### config.mk
export PLATFORM = sky130hd
export DESIGN_NAME = sram_arbiter
export DESIGN_NICKNAME = d
export VERILOG_FILES = /design/src/rtl/sram_arb_pkg.sv /design/src/rtl/sram_arbiter_rr_arb2.sv /design/src/rtl/sram_arbiter.sv
export SDC_FILE = /design/constraint.sdc
export NUM_CORES = 1
export LEC_CHECK = 0
export CAP_MARGIN = 10
export CORE_ASPECT_RATIO = 1.25
export CORE_MARGIN = 2
export CORE_UTILIZATION = 38
export DETAILED_ROUTE_END_ITERATION = 6
export PLACE_DENSITY = 0.75
export SLEW_MARGIN = 10
export SYNTH_ARGS = -nofsm -noshare
export SYNTH_HDL_FRONTEND = slang
export SYNTH_HIERARCHICAL = 1
export SYNTH_SLANG_ARGS = --single-unit
### constraint.sdc
create_clock -name clk -period 1.95 [get_ports clk]
set_clock_uncertainty 0.2 [all_clocks]
set_input_delay 0.39 -clock clk [delete_from_list [all_inputs] [get_ports clk]]
set_output_delay 0.39 -clock clk [all_outputs]
set_load 0.03 [all_outputs]
### src/rtl/sram_arb_pkg.sv
// -----------------------------------------------------------------------------
// sram_arb_pkg
//   Shared types and constants for the two-requester SRAM arbiter.
//   - state_t    : controller FSM states
//   - NREQ       : number of requesters (fixed at 2)
//   - OP_RD/OP_WR: encoding of the per-requester req_we bit
//   - idx2onehot : turns a requester index into its one-hot bit
// -----------------------------------------------------------------------------
package sram_arb_pkg;

  localparam int NREQ = 2;

  localparam logic OP_RD = 1'b0;
  localparam logic OP_WR = 1'b1;

  typedef enum logic [1:0] {
    IDLE,
    ISSUE,
    CAPTURE,
    RESP
  } state_t;

  function automatic logic [NREQ-1:0] idx2onehot(input logic idx);
    return idx ? 2'b10 : 2'b01;
  endfunction

endpackage

### src/rtl/sram_arbiter_rr_arb2.sv
// -----------------------------------------------------------------------------
// rr_arb2
//   Combinational two-way round-robin picker. A lone request always wins;
//   when both requesters ask, prio names the winner.
//   Ports:
//     req     in  [1:0]  request vector, bit i = requester i
//     prio    in         winner when both bits of req are set
//     gnt     out [1:0]  one-hot grant, zero when req is zero
//     gnt_idx out        index of the granted requester (0 when nobody asks)
// -----------------------------------------------------------------------------
module rr_arb2
  import sram_arb_pkg::*;
(
  input  logic [NREQ-1:0] req,
  input  logic            prio,
  output logic [NREQ-1:0] gnt,
  output logic            gnt_idx
);

  // NOTE: every output gets a default before the case so no path leaves a
  // value unassigned -- otherwise always_comb would infer a latch.
  always_comb begin
    gnt_idx = 1'b0;
    gnt     = '0;
    unique case (req)
      2'b01: gnt_idx = 1'b0;
      2'b10: gnt_idx = 1'b1;
      2'b11: gnt_idx = prio;
      default: gnt_idx = 1'b0;
    endcase
    if (req != '0) gnt = idx2onehot(gnt_idx);
  end

endmodule

### src/rtl/sram_arbiter.sv
// -----------------------------------------------------------------------------
// sram_arbiter
//   Two-requester round-robin access controller for a single-port
//   synchronous SRAM. One transaction is in flight at a time:
//     write: IDLE -> ISSUE -> RESP -> IDLE            (3 cycles)
//     read : IDLE -> ISSUE -> CAPTURE -> RESP -> IDLE (4 cycles)
//   Ports:
//     clk, rst_n       clock, asynchronous active-low reset
//     req_valid/ready  per-requester handshake (ready only in IDLE)
//     req_we           per-requester op, 1 = write
//     req_addr/wdata   packed per-requester address / write data
//     rsp_valid        one-cycle one-hot response pulse to the owner
//     rsp_rdata        read data (0 for write acks), held between responses
//     sram_we/rd/addr/din, sram_dout   SRAM pin interface
// -----------------------------------------------------------------------------
module sram_arbiter
  import sram_arb_pkg::*;
#(
  parameter int ADR = 3,
  parameter int DAT = 8
) (
  input  logic                clk,
  input  logic                rst_n,
  input  logic [NREQ-1:0]     req_valid,
  output logic [NREQ-1:0]     req_ready,
  input  logic [NREQ-1:0]     req_we,
  input  logic [NREQ*ADR-1:0] req_addr,
  input  logic [NREQ*DAT-1:0] req_wdata,
  output logic [NREQ-1:0]     rsp_valid,
  output logic [DAT-1:0]      rsp_rdata,
  output logic                sram_we,
  output logic                sram_rd,
  output logic [ADR-1:0]      sram_addr,
  output logic [DAT-1:0]      sram_din,
  input  logic [DAT-1:0]      sram_dout
);

  state_t          state;
  logic            prio;
  logic            owner;
  logic [NREQ-1:0] gnt;
  logic            gnt_idx;

  logic            sel_we;
  logic [ADR-1:0]  sel_addr;
  logic [DAT-1:0]  sel_wdata;

  rr_arb2 u_pick (
    .req     (req_valid),
    .prio    (prio),
    .gnt     (gnt),
    .gnt_idx (gnt_idx)
  );

  // Ready is only offered while idle, and never while reset is held even
  // though the state register already reads IDLE then.
  assign req_ready = (rst_n && state == IDLE) ? gnt : '0;

  assign sel_we    = req_we[gnt_idx];
  assign sel_addr  = gnt_idx ? req_addr[2*ADR-1:ADR]  : req_addr[ADR-1:0];
  assign sel_wdata = gnt_idx ? req_wdata[2*DAT-1:DAT] : req_wdata[DAT-1:0];

  // NOTE: all state and registered outputs use non-blocking assignments so
  // every register samples pre-edge values and the block order is irrelevant.
  always_ff @(posedge clk or negedge rst_n) begin
    if (!rst_n) begin
      state     <= IDLE;
      prio      <= 1'b0;
      owner     <= 1'b0;
      sram_we   <= 1'b0;
      sram_rd   <= 1'b0;
      sram_addr <= '0;
      sram_din  <= '0;
      rsp_valid <= '0;
      rsp_rdata <= '0;
    end else begin
      unique case (state)
        IDLE: begin
          // Any valid bit here is a handshake since ready follows gnt.
          if (req_valid != '0) begin
            owner     <= gnt_idx;
            prio      <= ~gnt_idx;
            sram_we   <= (sel_we == OP_WR);
            sram_rd   <= (sel_we == OP_RD);
            sram_addr <= sel_addr;
            sram_din  <= sel_wdata;
            state     <= ISSUE;
          end
        end
        ISSUE: begin
          // The SRAM acts on this edge; sram_we still tells us which op it was.
          sram_we <= 1'b0;
          sram_rd <= 1'b0;
          if (sram_we) begin
            rsp_rdata <= '0;
            rsp_valid <= idx2onehot(owner);
            state     <= RESP;
          end else begin
            state <= CAPTURE;
          end
        end
        CAPTURE: begin
          rsp_rdata <= sram_dout;
          rsp_valid <= idx2onehot(owner);
          state     <= RESP;
        end
        RESP: begin
          rsp_valid <= '0;
          state     <= IDLE;
        end
        default: state <= IDLE;
      endcase
    end
  end

endmodule

---- After elaboration in Yosys (flattened, before gate mapping) ----
Cells that the tools add are included.
cells by class
  multiplexer cells ....................... 20
  equality and inequality tests ........... 7
  reduce and logical (&&, ||, !) cells .... 10
  bitwise logic cells ..................... 2
  order comparisons ....................... 1
operator list
  cell                                                                           number
  8-bit two-way mux                                                              2
  8-bit one-hot mux with 2 select lines                                          1
  2-bit two-way mux                                                              6
  2-bit == test (second input constant)                                          4
  2-bit one-hot mux with 4 select lines                                          1
  2-bit AND reduction                                                            4
  1-bit one-hot mux with 2 select lines                                          3
  2-bit one-hot mux with 3 select lines                                          1
  2-bit nonzero test                                                             3
  1-bit two-way mux                                                              5
  3-bit two-way mux                                                              1
  3-bit nonzero test                                                             1
  2-bit by 1-bit == test with 1-bit output (second input constant)               1
  2-bit zero test                                                                1
  1-bit by 2-bit less-than comparator with 1-bit output (second input constant)  1
  2-bit by 1-bit != test with 1-bit output (second input constant)               1
  2-bit != test (second input constant)                                          1
  1-bit NOT                                                                      2
  1-bit logical AND                                                              1
storage, ports and cells
  output and inout bits ................... 25
  word-level logic and storage cells ...... 49
  flip-flop bits (word level) ............. 27
  input port bits ......................... 36

---- Logic depth before layout (Yosys ltp) ----
  depth in word-level cells ............... 7
  mapped depth ............................ 6
  mapped depth without buffers ............ 5

---- Cells and area by module ----
Netlist, hierarchy kept.
by module, submodules not included
  module        sequential area each (µm²)  times used  area each (µm²)  cells each
  sram_arbiter  675.6                       1           1,300.0          108
  rr_arb2       0.0                         1           26.3             4

---- Worst setup path before layout ----
No wires, ideal clock.
  path kind ............................... reg-to-reg
  start ................................... register state[0]
  end ..................................... register state[1]
  clock period less this slack ............ 1,688 ps
  buffers on the path ..................... 0
  cell stages (with the launch flop) ...... 5
  required time ........................... 1,625 ps
  setup slack ............................. 262 ps
  arrival time ............................ 1,363 ps
  cells stage by stage .................... dfrtp_1 > inv_1 > ha_1 > nor3b_4 > mux2_4
on the way
  cells in the longest elaborated chain, start to end .. 2
RTL lines
  element                                                                                            line                RTL
  start: declaration                                                                                 sram_arbiter.sv:38  state_t state;
  start signal: assignment                                                                           sram_arbiter.sv:67  state <= IDLE;
  start signal: assignment                                                                           sram_arbiter.sv:87  state <= ISSUE;
  start signal: assignment                                                                           sram_arbiter.sv:97  state <= RESP;
  2-bit == test (tied with other cells)                                                              sram_arbiter.sv:77  unique case (state)
  2-bit one-hot mux with 4 select lines or 2-bit by 1-bit != test with 1-bit output (tied branches)  -
Parallel ways exist; a longest one is shown, timed or not.
A chain may end at the register's enable or synchronous reset.

---- Worst setup path in the final report ----
  start ................................... register rsp_rdata[7]
  end ..................................... output rsp_rdata[7]
RTL lines
  element                   line                 RTL
  start: declaration        sram_arbiter.sv:30   output logic [DAT-1:0] rsp_rdata,
  start signal: assignment  sram_arbiter.sv:103  rsp_rdata <= sram_dout;
No word-level cell between the ends.

==> flow_metrics.tcl <==
set metrics [dict create \
    ys_warn_count 6 \
    r2r_setup_slack_ns 0.22 \
    clk_path_buf_depth 2 \
    crit_slowest_cell "clkdlybuf4s50_1" \
    finalPower_mw 3.231 \
    coreArea_sq_um 3423 \
    hold_path_class "flop to flop" \
    vias 1118 \
    crit_family "buffers and inverters" \
    synth_ff_type "dfrtp_1" \
    grt_overflow 0 \
    tightest_slew_ns 0.3611 \
    utilization 0.6140 \
    wl_mm 3.126 \
    cp.arrival_ns 1.31 \
    cts_num_sinks 27 \
    area_growth_pct 58.49 \
    num_rows 24 \
    cts_buffers 3 \
    combPwrFrac 0.598 \
    reg2reg_depth 5 \
    whs_path_depth 2 \
    grt_pass1_vias 1242 \
    grt_usage 0.1735 \
    p_leak_nw 1.058 \
    boundaryPins 61 \
    dieArea_sq_um 3982 \
    nets 227 \
    vias_per_cell 5.013 \
    htree_levels 1 \
    grt_max_degree 28 \
    worstHoldEndpoint "sram_addr[0]$_DFFE_PN0P_" \
    crit_type "flop to output pin" \
    post_dp_cell_area_sq_um 1997 \
    hold_buffers 0 \
    multi_input_area_sq_um 603.1 \
    drive_gt1_frac 0.1848 \
    yosys-top-cells-area "dfrtp_1 (51%), mux2i_1 (9.1%), ha_1 (5.7%), a22o_1 (5.3%), o21ai_0 (4.5%)" \
    setup_violations 0 \
    cp_cell_sequence "clkdlybuf4s50_1" \
    reg2reg_from "state[0]$_DFFE_PN0P_" \
    status "complete, no violations" \
    hold_slack_ns 0.2921 \
    min_period_ns 1.904 \
    num_antenna_cells 0 \
    wl_per_cell_um 14.02 \
    portBuffers 60 \
    grt_setup_unrepaired "false" \
    yosysUniqueCellTypes 26 \
    synthCells 112 \
    synth_largest_area_cell "dfrtp_1" \
    slowest_delay_ns 0.67 \
    finalWeightedCongestion 0.7244 \
    finalInstanceArea_sq_um 2102 \
    max_slew_margin 0.7593 \
    clock-root-buffer "clkbuf_8" \
    seqPwrFrac 0.300 \
    fin_setup_tns_ns 0 \
    netSwitchingFraction 0.4249 \
    grt_antenna_before_repair 0 \
    cp_num_buf_inv 1 \
    cp-end-kind "output pin" \
    cts_tree "done" \
    slew_violations 0 \
    drt_iter0_markers 12 \
    drc 0 \
    syn_area_sq_um 1326 \
    seq_area_sq_um 675.6 \
    critPathLaunchType "flop" \
    synth_top_area_share 0.5094 \
    syn_avg_cell_area_sq_um 11.84 \
    syn-num-nets 154 \
    final_antenna_net_count 0 \
    synthTopCellsByCount "dfrtp_1 (27), mux2i_1 (12), nand2_1 (12), o21ai_0 (12), a22o_1 (8)" \
    grt_pass1_wl_mm 5.506 \
    rr_endpoint "rsp_valid[0]$_DFFE_PN0P_" \
    cp_max_fo 2 \
    ys_ff_latch 27 \
    synth_enable_flop_cells 0 \
    synth_most_common_cell "dfrtp_1" \
    worstHoldStart "sram_addr[0]$_DFFE_PN0P_" \
    nFillCells 284 \
    drt_first_pass_iters 4 \
    power.internal_mw 1.859 \
    clk_pin_slew_ns 0.10 \
    hold_viol 0 \
    ir_drop_uv 1030 \
    required_ns 1.36 \
    p_per_area_nw_per_um2 1537 \
    async_flop_share 1.000 \
    cap_violations 0 \
    fmax_mhz 525.2 \
    switching_power_mw 1.373 \
    die_h_um 70.05 \
    hpwl_mm 2.452 \
    finalCritPeriodShare 0.9765 \
    start_util 0.3874 \
    die-width_um 56.84 \
    clock_power_share 0.102 \
    insertion_delay_ns 0.28 \
    ys_seq_area_frac 0.5094 \
]
final cells by class:
type | instances | share of cell area
Inverter | 3 | 0.005357
Tap cell | 39 | 0.02321
Multi-Input combinational cell | 77 | 0.2869
Clock buffer | 3 | 0.01964
Timing Repair Buffer | 73 | 0.3399
Clock inverter | 1 | 0.003571
Sequential cell | 27 | 0.3214
registers in the layout, indices dropped and copies added (netlist names):
signal	count
sram_din	8
prio	1
sram_rd	1
state	2
rsp_valid	2
owner	1
sram_we	1
rsp_rdata	8
sram_addr	3
layout by cell type, fill, tap and decap left out, types with 2 or more instances in the layout:
| cell | synthesis | layout |
|---|---|---|
| dfrtp_1 | 27 | 27 |
| buf_4 | 2 | 15 |
| nand2_1 | 12 | 12 |
| nor2_1 | 3 | 3 |
| o31ai_1 | 2 | 2 |
| clkbuf_8 | 0 | 3 |
| inv_2 | 0 | 2 |
| dlymetal6s2s_1 | 0 | 10 |
| ha_1 | 6 | 5 |
| mux2_2 | 3 | 3 |
| a22o_1 | 8 | 8 |
| o21ai_2 | 3 | 3 |
| mux2i_1 | 12 | 12 |
| o21ai_1 | 2 | 2 |
| a21boi_1 | 2 | 2 |
| o21ai_0 | 12 | 12 |
| clkdlybuf4s50_1 | 0 | 45 |
| and3_2 | 2 | 2 |
| dlygate4sd2_1 | 0 | 3 |
worst min-delay path, delay by kind of cell, from the launching register on:
| kind | cells | cell delay [ns] |
|---|---|---|
| and+or+nand+nor | 1 | 0.05 |
| AOI/OAI and AO/OA | 1 | 0.06 |
| DFF | 1 | 0.35 |
per-layer routing:
layer / routed length, um / up-vias / track usage
met2: 1696 / 43 / 0.3282
met5: 0 / - / 0
met3: 232 / 5 / 0.04444
li1: - / 537 / -
met1: 1159 / 533 / 0.1906
met4: 38 / 0 / 0.03876
power groups by stage:
| stage | registers (mW) | clock network (mW) | logic (mW) |
|---|---|---|---|
| after floorplan | 1.40 | 0 | 0.796 |
| after global placement | 0.980 | 0 | 1.83 |
| after detailed placement | 0.988 | 0 | 1.88 |
| after CTS | 0.977 | 0.339 | 1.94 |
| after global routing | 1.01 | 0.364 | 2.10 |
| final | 0.969 | 0.329 | 1.93 |
logic make-up after synthesis:
logic type,synth area share
flops,0.5094
buf+inv,0.04528
compound gates,0.1575
simple gates,0.1038
fa+ha+maj,0.05660
mux,0.1274
worst max path at each step:
stage,to,startpoint,slack [ns],cells past startpoint
after floorplan,state[1]$_DFFE_PN0P_,state[0]$_DFFE_PN0P_,0.26,4
after global placement,sram_addr[2]$_DFFE_PN0P_,req_valid[1],-0.08,5
after detailed placement,sram_addr[2]$_DFFE_PN0P_,req_valid[1],-0.18,5
after CTS,sram_addr[2],sram_addr[2]$_DFFE_PN0P_,0.005,1
after global routing,rsp_rdata[1],rsp_rdata[1]$_DFFE_PN0P_,0.0002,1
final,rsp_rdata[7],rsp_rdata[7]$_DFFE_PN0P_,0.05,1
timing repair:
item | 4_1_cts | 5_1_grt
buffers inserted | 1 | 2
gates resized for setup | 7 | 10
cloned | 0 | 0
endpoints found under the setup margin | 3 | 12
per-stage QoR:
step | cells | setup slack (ns)
final | 223 | 0.04582
after detailed placement | 216 | -0.1809
after CTS | 221 | 0.004594
after global placement | 216 | -0.08274
after floorplan | 112 | 0.2623
after global routing | 223 | 0.0001708
Power figures use the tool's default switching activity.
